File: src/rtl/gpif_arbiter.sv
// gpif_arbiter
//   Shares one GPIF-II write port between a streaming writer and a small
//   event-packet FIFO. The stream owns the port by default. An event is sent
//   only when the stream sits at a DMA boundary. Its words go out on thread
//   EVT_ADDR as one packet ending with pktend. A short gap follows before the
//   stream gets the port back.
//
//   Ports
//     clk, reset_n           single clock, asynchronous active-low reset
//     i_strm_idle            stream writer has no packet in progress
//     i_strm_slwr_n,
//     i_strm_pktend_n,
//     iv_strm_fifoaddr,
//     iv_strm_data           stream writer's GPIF signals (passed through)
//     o_strm_gnt             stream writer currently owns the GPIF port
//     i_evt_req              event FIFO (first-word-fall-through) non-empty
//     iv_evt_len             word count of the head event (0 is ignored)
//     iv_evt_data            head word of the event FIFO
//     o_evt_rd               pops one event word
//     o_evt_done             one-cycle pulse when an event packet has ended
//     i_usb_flagb            GPIF thread ready flag (high = ready)
//     ov_usb_fifoaddr,
//     o_usb_slwr_n,
//     o_usb_pktend_n,
//     ov_usb_data            registered GPIF outputs
//
//   Optional feature (macro GPIF_ARB_EVT_TIMEOUT_EN)
//     When defined, an event stuck waiting for flagb for 65535 cycles is popped
//     and thrown away without being written, and o_evt_done still pulses.
//     When undefined, the arbiter waits for flagb indefinitely.

module gpif_arbiter #(
   parameter int         DATA_WD    = 32,
   parameter logic [1:0] EVT_ADDR   = 2'b01,
   parameter int         EVT_LEN_WD = 5,
   parameter int         GAP_CYC    = 3
) (
   input  logic                  clk,
   input  logic                  reset_n,
   input  logic                  i_strm_idle,
   input  logic                  i_strm_slwr_n,
   input  logic                  i_strm_pktend_n,
   input  logic [1:0]            iv_strm_fifoaddr,
   input  logic [DATA_WD-1:0]    iv_strm_data,
   output logic                  o_strm_gnt,
   input  logic                  i_evt_req,
   input  logic [EVT_LEN_WD-1:0] iv_evt_len,
   input  logic [DATA_WD-1:0]    iv_evt_data,
   output logic                  o_evt_rd,
   output logic                  o_evt_done,
   input  logic                  i_usb_flagb,
   output logic [1:0]            ov_usb_fifoaddr,
   output logic                  o_usb_slwr_n,
   output logic                  o_usb_pktend_n,
   output logic [DATA_WD-1:0]    ov_usb_data
);

   localparam logic [2:0] IDLE     = 3'd0;
   localparam logic [2:0] STRM     = 3'd1;
   localparam logic [2:0] EVT_FLAG = 3'd2;
   localparam logic [2:0] EVT_WR   = 3'd3;
   localparam logic [2:0] EVT_END  = 3'd4;
   localparam logic [2:0] EVT_GAP  = 3'd5;

   localparam int GAP_WD = (GAP_CYC > 1) ? $clog2(GAP_CYC) : 1;

   logic [2:0]            state;
   logic [2:0]            next_state;
   logic [EVT_LEN_WD-1:0] word_cnt;
   logic [GAP_WD-1:0]     gap_cnt;
   logic                  stream_side;
   logic                  evt_start;
   logic                  last_word;
   logic                  gap_last;
   logic                  pops_done;
   logic                  timeout;
   logic                  discard;

   assign stream_side = (state == IDLE) || (state == STRM);
   // An event may only start at a stream DMA boundary, and empty events are skipped.
   assign evt_start   = i_evt_req && i_strm_idle && (iv_evt_len != '0);
   assign last_word   = (state == EVT_WR) && (word_cnt == EVT_LEN_WD'(1));
   assign gap_last    = (gap_cnt == GAP_WD'(GAP_CYC - 1));

   assign o_strm_gnt  = stream_side;
   // Normal words are popped in EVT_WR. A timed-out event is drained during the gap.
   assign o_evt_rd    = (state == EVT_WR) ||
                        ((state == EVT_GAP) && discard && (word_cnt != '0));
   assign pops_done   = (word_cnt == '0) || (o_evt_rd && (word_cnt == EVT_LEN_WD'(1)));

`ifdef GPIF_ARB_EVT_TIMEOUT_EN
   logic [15:0] flag_wait;

   assign timeout = (state == EVT_FLAG) && !i_usb_flagb && (flag_wait == 16'hFFFF);

   // Counts how long flagb has been low while an event waits. Once it expires,
   // the event is marked for discard until the arbiter is back in IDLE.
   always_ff @(posedge clk or negedge reset_n) begin
      if (!reset_n) begin
         flag_wait <= '0;
         discard   <= 1'b0;
      end else begin
         if ((state == EVT_FLAG) && !i_usb_flagb && !timeout) begin
            flag_wait <= flag_wait + 16'd1;
         end else begin
            flag_wait <= '0;
         end
         if (timeout) begin
            discard <= 1'b1;
         end else if ((state == EVT_GAP) && (next_state == IDLE)) begin
            discard <= 1'b0;
         end
      end
   end
`else
   assign timeout = 1'b0;
   assign discard = 1'b0;
`endif

   // Next-state logic. If stream-idle and an event request arrive together,
   // the event wins. The single IDLE cycle after every gap gives the stream a
   // granted cycle before the next event can start.
   always_comb begin
      next_state = state;
      case (state)
         IDLE, STRM: begin
            if (evt_start) begin
               next_state = EVT_FLAG;
            end else if (!i_strm_idle) begin
               next_state = STRM;
            end else begin
               next_state = IDLE;
            end
         end
         EVT_FLAG: begin
            if (i_usb_flagb) begin
               next_state = EVT_WR;
            end else if (timeout) begin
               next_state = EVT_GAP;
            end
         end
         EVT_WR: begin
            if (last_word) begin
               next_state = EVT_END;
            end
         end
         EVT_END: next_state = EVT_GAP;
         EVT_GAP: begin
            if (gap_last && pops_done) begin
               next_state = IDLE;
            end
         end
         default: next_state = IDLE;
      endcase
   end

   // State register and counters. The word counter is loaded when the event
   // leaves EVT_FLAG and counts pops. The gap counter runs only in EVT_GAP.
   always_ff @(posedge clk or negedge reset_n) begin
      if (!reset_n) begin
         state      <= IDLE;
         word_cnt   <= '0;
         gap_cnt    <= '0;
         o_evt_done <= 1'b0;
      end else begin
         state <= next_state;
         if ((state == EVT_FLAG) && (i_usb_flagb || timeout)) begin
            word_cnt <= iv_evt_len;
         end else if (o_evt_rd) begin
            word_cnt <= word_cnt - EVT_LEN_WD'(1);
         end
         if (state == EVT_GAP) begin
            if (!gap_last) begin
               gap_cnt <= gap_cnt + GAP_WD'(1);
            end
         end else begin
            gap_cnt <= '0;
         end
         o_evt_done <= last_word || timeout;
      end
   end

   // GPIF output registers. Whenever the stream will own the port next cycle,
   // its signals are copied through with one cycle of latency. This also
   // restores the stream's fifoaddr on the way out of the gap. Otherwise the
   // event drives its thread address. A word popped in EVT_WR is written on the
   // following cycle, and the last word carries pktend.
   always_ff @(posedge clk or negedge reset_n) begin
      if (!reset_n) begin
         ov_usb_fifoaddr <= 2'b00;
         o_usb_slwr_n    <= 1'b1;
         o_usb_pktend_n  <= 1'b1;
         ov_usb_data     <= '0;
      end else if ((next_state == IDLE) || (next_state == STRM)) begin
         ov_usb_fifoaddr <= iv_strm_fifoaddr;
         o_usb_slwr_n    <= i_strm_slwr_n;
         o_usb_pktend_n  <= i_strm_pktend_n;
         ov_usb_data     <= iv_strm_data;
      end else begin
         ov_usb_fifoaddr <= EVT_ADDR;
         o_usb_slwr_n    <= (state != EVT_WR);
         o_usb_pktend_n  <= !last_word;
         ov_usb_data     <= (state == EVT_WR) ? iv_evt_data : '0;
      end
   end

endmodule

File: config.mk
export PLATFORM = sky130hd
export DESIGN_NAME = gpif_arbiter
export DESIGN_NICKNAME = d
export VERILOG_FILES = /design/src/rtl/gpif_arbiter.sv
export SDC_FILE = /design/constraint.sdc
export NUM_CORES = 1
export LEC_CHECK = 0
export ABC_AREA = 1
export CAP_MARGIN = 25
export CORE_MARGIN = 4
export CORE_UTILIZATION = 35
export CTS_CLUSTER_DIAMETER = 200
export CTS_CLUSTER_SIZE = 14
export DETAILED_ROUTE_END_ITERATION = 8
export PLACE_DENSITY = 0.84
export REMOVE_ABC_BUFFERS = 1
export SYNTH_ARGS = -nofsm -noshare
export SYNTH_HDL_FRONTEND = slang
export SYNTH_SLANG_ARGS = --single-unit
File: constraint.sdc
create_clock -name clk -period 2.5 [get_ports clk]
set_input_delay 0.25 -clock clk [delete_from_list [all_inputs] [get_ports clk]]
set_output_delay 0.25 -clock clk [all_outputs]
set_load 0.01 [all_outputs]
==> results of run 1 <==
cell families (layout without fill, tap and decap cells):
family	after synthesis	after routing	synth area share
buffers and inverters	33	148	0.07951
adder cells (fa/ha/maj)	4	4	0.02322
XOR/XNOR	3	3	0.01219
flip-flops	47	47	0.5467
AO/OA/AOI/OAI	8	8	0.02902
AND/OR/NAND/NOR	144	144	0.3093
report_power, final:
part           total, mW  internal [mW]  switching, mW  leakage, nW
Combinational       1.98          0.959           1.02         1.00
Clock              0.434          0.197          0.237       0.0422
Sequential          1.24           1.11          0.124        0.583
placed cells by master, fill, tap and decap left out, types with 2 or more instances in the layout:
cell type / instances
clkdlybuf4s50_1: 115
nand2_1: 88
dfrtp_1: 45
nand4_1: 34
inv_1: 16
nor2_1: 9
nand3_1: 8
clkbuf_8: 5
ha_1: 4
buf_4: 4
xor2_1: 3
o211ai_1: 3
nand2_2: 2
inv_2: 2
o221ai_1: 2
clkbuf_1: 2
dfstp_2: 2
registers in the layout, summed over array words and instances (netlist names):
register	flops
word_cnt	5
o_usb_pktend_n	1
ov_usb_fifoaddr	2
o_usb_slwr_n	1
ov_usb_data	32
gap_cnt	2
state	3
o_evt_done	1
per-layer routing:
layer | vias up | part of all wire
li1 | 1014 | -
met1 | 944 | 0.39
met3 | 5 | 0.084
met5 | - | 0
met4 | 0 | 0.0094
met2 | 75 | 0.52
worst max path at each step:
stage | to | cells past startpoint
after floorplan | o_usb_slwr_n | 9
after global placement | o_evt_rd | 3
after detailed placement | o_usb_slwr_n | 11
after CTS | o_evt_rd | 3
after global routing | o_evt_rd | 3
final | o_evt_rd | 3
through the flow:
| stage | setup slack, ns | hold WS (ns) |
|---|---|---|
| 2_1_floorplan | -0.5039 | -0.04559 |
| 3_3_place_gp | 0.7525 | 0.4730 |
| 3_5_place_dp | 0.6806 | 0.4946 |
| 4_1_cts | 0.4047 | 0.1786 |
| 5_1_grt | 0.3351 | 0.3839 |
| 6_report | 0.4415 | 0.3637 |
worst max-delay path: cells and delay by family, from the launching register on:
kind / cells / cell delay, ns
and+or+nand+nor: 2 / 0.48
DFF: 1 / 0.40
buffers and inverters: 1 / 0.65
layout make-up:
cell class,instances,share of cell area
Clock inverter,1,0.001453
Timing Repair Buffer,122,0.3532
Multi-Input combinational cell,159,0.2340
Inverter,18,0.01962
Tap cell,75,0.02725
Clock buffer,7,0.02217
Sequential cell,47,0.3423
repair_timing:
item,CTS,global route
gates resized for setup,0,0
setup endpoints to repair,0,0
hold buffers,0,1
endpoints found under the hold margin,0,8
buffers inserted,0,0
==> run metrics, run 1 <==
max_cap viols 0; met3 usage 0.04658; Die X 86.48 um; top cells by area, synth dfrtp_1 (52%), nand2_1 (15%), nand4_1 (9.9%), inv_1 (2.8%), buf_6 (2.6%); clock buffer depth 2; final hold violations 0; worst r2r path cells 11; placed cell count 419; Top-Level Pins 117; relative slew slack 0.6664; FF/Latch Area 0.001179 mm^2; Synth Warn # 0; Final Critical Period 2.058 ns; Most Crowded Layer GR met2; synthesized netlist cell count 239; cell chain of the critical path nand2_2 -> nor2_4 -> clkdlybuf4s50_1; Pre-antenna DRT Iters 4; slowest stage delay, CP 0.65 ns; placed cell area 0.003332 mm^2; Clock transition at path regs 0.08 ns; routability cong. 0.7757; largest net degree at the start of global routing 48; async set-or-reset flop fraction in the synthesized netlist 1.000; cts bufs inserted 5; main flop type after synthesis dfrtp_1; crit path max fanout 20; fin cells 429; status finished clean; Worst setup SP type flip-flop; number of global-route vias before repair 1,977; DRC 0; area leader, netlist dfrtp_1; TritonCTS clock tree yes; initial antenna violation count 0; Setup Crit Path Kind reg -> out; min-delay worst type in -> async; actual slew at the worst max-slew pin 0.4993 ns; Critical Path RT 2.25 ns; # fillers 523; Mapped Area 0.002156 mm^2; IO buf count 116; GRT met2 Usage 0.2865; setup_tns 0 ns; register area share after synthesis 0.5467; Die Height 86.48 um; share of the synthesized area in the top cell type 0.5223; FF+latch count, synth 47; GRT Resource Usage Total 0.1609; fin crit share 0.8234; Final setup violation count 0; overall power 3.650 mW; Layout Skew 0.01024 ns; GR Overflow Total 0; Final HPWL DP 4674 um; Starting Density 0.3620; Inserted Diodes 0; initial DRC count 82; Rows 28; synth cell count leaders nand2_1 (88), dfrtp_1 (45), nand4_1 (34); average vias per placed instance 4.751; Worst R2R End o_usb_slwr_n; reg2reg setup slack 0.68 ns; Final Max Tran Viols 0; share of layout cells above drive strength 1 0.05932; syn_area_per_cell 9.020 um^2; layout net count 435; count leader, synth nand2_1; Layout Utilization 0.5782; drt wl/cell 14.19 um; crit path DAT 1.81 ns; met1 usage 0.1870; nature of the critical path endpoint output pin; die area 0.007479 mm^2; clock sinks 47; unrepaired setup endpoints after global routing no; EDFF count, synth 0; Leakage 1.625 nW; power per cell area 1060 mW/mm^2; ANT nets after route 0; peak supply drop 0.4113 mV; Crit. Startpoint state[0]; Clk Tree Root Cell clkbuf_8; core area 0.005956 mm^2; Worst path slowest cell clkdlybuf4s50_1; total wire length 6086 um; Final Instance Area 0.003443 mm^2; area of the multi-input gates 805.8 um^2; Clock Latency Late Sink 0.29 ns; first-pass GRT wire length 9480 um; total number of vias 2,038; worst r2r src word_cnt[1]; P&R area growth vs syn 59.72%; fmax 485.8 MHz; H-tree depth 2; Netlist cell types 24
(Power assumes the default switching activity.)
==> run 2, diff against run 1 <==
Clock period 2.5 ns to 1.9 ns, I/O delays scaled along.
==> run metrics, run 2 (synthesis results as in run 1) <==
share of layout cells above drive strength 1 0.07003; Hold Crit Start iv_strm_fifoaddr[1]; unrepaired setup endpoints after global routing no; crit path max fanout 4; Final Instance Area 0.003482 mm^2; fin cells 432; placed cell count 423; largest net degree at the start of global routing 48; slowest stage delay, CP 0.53 ns; final hold violations 0; cts bufs inserted 5; H-tree depth 2; ANT nets after route 0; Crit. Startpoint state[2]; Final setup violation count 0; max_cap viols 0; die area 0.007479 mm^2; clock buffer depth 2; total wire length 6081 um; Clock Latency Late Sink 0.29 ns; relative slew slack 0.6181; fin crit share 0.8955; drt wl/cell 14.08 um; GR Overflow Total 0; nature of the critical path endpoint output pin; Largest regs ov_usb_data: 32 flops, word_cnt: 5 flops, state: 3 flops; status finished clean; Clk Tree Root Cell clkbuf_8; Die X 86.48 um; peak supply drop 0.6333 mV; Layout Skew 0.004782 ns; DRC 0; Worst path slowest cell clkdlybuf4s50_1; Leakage 1.643 nW; IO buf count 116; actual slew at the worst max-slew pin 0.5729 ns; Worst setup SP type flip-flop; max FFs per register 32; power per cell area 1437 mW/mm^2; Final Critical Period 1.702 ns; Final HPWL DP 4748 um; first-pass GRT wire length 9611 um; met3 usage 0.04943; Top reg by flops ov_usb_data; Setup Crit Path Kind reg -> out; Starting Density 0.3620; TritonCTS clock tree yes; initial antenna violation count 0; commonest cells after routing, fill and taps aside clkdlybuf4s50_1 (115), nand2_1 (88), dfrtp_1 (45); Most Crowded Layer GR met2; Final Max Tran Viols 0; GRT Resource Usage Total 0.1636; Pre-antenna DRT Iters 4; Critical Path RT 1.71 ns; Die Height 86.48 um; fmax 587.7 MHz; total number of vias 2,108; worst r2r src word_cnt[1]; min-delay worst type in -> reg; number of global-route vias before repair 2,107; routability cong. 0.7599; Inserted Diodes 0; Fin Hold WS 0.4300 ns; average vias per placed instance 4.880; P&R area growth vs syn 61.52%; initial DRC count 85; Clock transition at path regs 0.09 ns; met1 usage 0.1800; placed cell area 0.003387 mm^2; crit path DAT 1.51 ns; commonest non-fill, non-tap cell in the layout clkdlybuf4s50_1; layout net count 438; Top-Level Pins 117; GRT met2 Usage 0.2955; core area 0.005956 mm^2; Rows 28; clock sinks 47; cell chain of the critical path inv_2 -> nand2_1 -> inv_1 -> clkdlybuf4s50_1
## run 2: cell count changes in the layout (fill, tap and decap cells not counted), sizes merged
cell and delta:
buf +3, clkinvlp +1, clkbuf -1
## run 2: what timing repair did
action                                 4_1_cts  5_1_grt
endpoints found under the hold margin        7        0
buffers inserted                             0        0
resized for setup                            0        0
hold buffers                                 1        0
## run 2: layout make-up
cell class,instances,area [um^2]
fill,506,2474
timing repair buffer,125,1251
sequential,47,1179
multi-input combinational,159,805.8
tap,75,93.84
clock buffer,6,72.57
inverter,18,67.56
clock inverter,2,12.51
## run 2: routing by layer
metal / part of all wire / vias up
met1: 0.36 / 990
met4: 0.020 / 0
met5: 0 / -
li1: - / 1017
met3: 0.090 / 12
met2: 0.53 / 89
## run 2: final timing paths
check,to,slack [ns],cells past startpoint
min reg2reg,gap_cnt[1],0.55,2
min,ov_usb_fifoaddr[1],0.43,3
max reg2reg,o_usb_slwr_n,0.22,12
min in group asynchronous,ov_usb_data[31],0.52,3
max in group asynchronous,o_usb_pktend_n,0.99,3
max,o_strm_gnt,0.20,4
## run 2: worst max-delay path: cells and delay by family (launching register included)
kind	cells	cell delay (ns)
buffers and inverters	3	0.69
DFF	1	0.42
and+or+nand+nor	1	0.12
## run 2: power breakdown
part | internal (mW) | switching (mW)
combinational | 1.41 | 1.39
clock | 0.257 | 0.319
sequential | 1.46 | 0.165
## run 2: metrics by stage
stage / TNS, ns / power (mW) / util / worst slack, ns
detailed placement: 0 / 4.490 / 0.5687 / 0.2278
finish: 0 / 5.004 / 0.5847 / 0.1985
CTS: 0 / 5.083 / 0.5847 / 0.1710
global placement: 0 / 4.387 / 0.5687 / 0.3258
global route: 0 / 5.402 / 0.5847 / 0.07687
floorplan: -38.67 / 2.960 / - / -1.104
==> run 3, diff against run 2 <==
Settings changed: CELL_PAD_IN_SITES_DETAIL_PLACEMENT from default to 1, CELL_PAD_IN_SITES_GLOBAL_PLACEMENT from default to 1, CORE_UTILIZATION 35 to 27, PLACE_DENSITY 0.84 to 0.9.
==> run metrics, run 3 (synthesis results as in run 1) <==
status finished clean; DRC 0; Die Height 97.36 um; Layout Skew 0.007390 ns; initial DRC count 73; Critical Path RT 2.14 ns; ANT nets after route 0; cts bufs inserted 5; crit path max fanout 16; Buf/Inv on CP 3; commonest cells after routing, fill and taps aside clkdlybuf4s50_1 (115), nand2_1 (88), dfrtp_1 (45); peak supply drop 0.3980 mV; GR Overflow Total 0; overall power 5.036 mW; Setup Buffers After CTS 0; unrepaired setup endpoints after global routing yes; GRT Resource Usage Total 0.1525; Pre-antenna DRT Iters 4; Clock Latency Late Sink 0.30 ns; hold depth 3; Final Critical Period 1.756 ns; clock buffer depth 2; TritonCTS clock tree yes; min-delay worst type in -> reg; worst r2r path cells 11; core area 0.007727 mm^2; Hold Crit Start iv_strm_fifoaddr[1]; layout net count 439; Clock transition at path regs 0.09 ns; drt wl/cell 15.03 um; slowest stage delay, CP 0.39 ns; Die X 97.36 um; max_cap viols 0; power per cell area 1423 mW/mm^2; Rows 32; reg2reg setup slack 0.14 ns; actual slew at the worst max-slew pin 0.5858 ns; fin crit share 0.9241; FF/Latch Area 0.001179 mm^2; Worst path slowest cell dfrtp_1; first-pass GRT wire length 11,630 um; Setup Crit Path Kind reg -> reg; CP top delay family simple AND/OR/NAND/NOR gates; routability cong. 0.7492; number of global-route vias before repair 2,328; CP most frequent cell nand2_1; nature of the critical path endpoint flip-flop; Final Max Tran Viols 0; die area 0.009478 mm^2; Top reg by flops ov_usb_data; crit path DAT 2.00 ns; Final setup violation count 0; Fin Hold WS 0.4086 ns; WP depth 11; initial antenna violation count 0; Leakage 1.656 nW; Top-Level Pins 117; H-tree depth 2; clock sinks 47; Final HPWL DP 5593 um; Worst R2R End ov_usb_data[7]; cell chain of the critical path inv_1 -> ha_1 -> inv_1 -> nor2_1 -> nand2_1 -> nand2_1 -> nand2_2 -> nor2_8 -> buf_4 -> nand4_1 -> nand2_1; average vias per placed instance 4.570; total number of vias 2,102; total wire length 6914 um; Clk Tree Root Cell clkbuf_8; relative slew slack 0.6095; final hold violations 0; max FFs per register 32; Inserted Diodes 0; largest net degree at the start of global routing 25; area of the multi-input gates 810.8 um^2; Largest regs ov_usb_data: 32 flops, word_cnt: 5 flops, state: 3 flops; Starting Density 0.2790; commonest non-fill, non-tap cell in the layout clkdlybuf4s50_1; # fillers 891; worst r2r src word_cnt[1]; share of layout cells above drive strength 1 0.07542; Hold Path Sink ov_usb_fifoaddr[1]; Worst setup SP type flip-flop; IO buf count 116; fmax 569.6 MHz; P&R area growth vs syn 64.13%
## run 3: area by class of cell
class,count,share of cell area
multi-input combinational,159,0.2291
tap,102,0.03607
clock buffer,7,0.02440
clock inverter,1,0.001414
sequential,47,0.3331
inverter,18,0.01909
timing repair buffer,126,0.3568
## run 3: routing by layer
layer,track usage,part of all wire,vias to the layer above
met3,0.04307,0.069,9
met1,0.1690,0.38,996
li1,-,-,1019
met4,0.05218,0.021,0
met5,0,0,-
met2,0.2787,0.53,78
## run 3: per-stage QoR
stage          setup slack, ns  cells  instance area, um^2  TNS (ns)    util
2_1_floorplan           -1.104    224                 2052    -38.67       -
3_3_place_gp            0.2540    451                 3433         0  0.4443
3_5_place_dp            0.1440    451                 3433         0  0.4443
4_1_cts                 0.1276    460                 3535         0  0.4574
5_1_grt               -0.01124    460                 3538  -0.01124  0.4579
6_report                0.1442    460                 3538         0  0.4579
## run 3: worst max-delay path by stage
stage	to	startpoint
floorplan	o_usb_slwr_n	state[0]
global placement	ov_usb_data[7]	word_cnt[1]
detailed placement	ov_usb_data[7]	word_cnt[1]
CTS	ov_usb_data[3]	word_cnt[1]
global route	state[0]	word_cnt[1]
finish	ov_usb_data[7]	word_cnt[1]
## run 3: report_power, final
part           internal [mW]  switching (mW)
logic                   1.37            1.41
clock network          0.294           0.324
registers               1.46           0.175
## run 3: worst reg2reg max path, stage by stage, from the launching register on
cell	delay (ns)
dfrtp_1	0.39
inv_1	0.12
ha_1	0.16
inv_1	0.04
nor2_1	0.15
nand2_1	0.07
nand2_1	0.09
nand2_2	0.09
nor2_8	0.13
buf_4	0.23
nand4_1	0.14
nand2_1	0.09
## run 3: timing repair
| item | in CTS | in global routing |
|---|---|---|
| hold buffers | 1 | 0 |
| resized for setup | 0 | 1 |
| hold endpoints to repair | 22 | 0 |
| endpoints found under the setup margin | 0 | 12 |
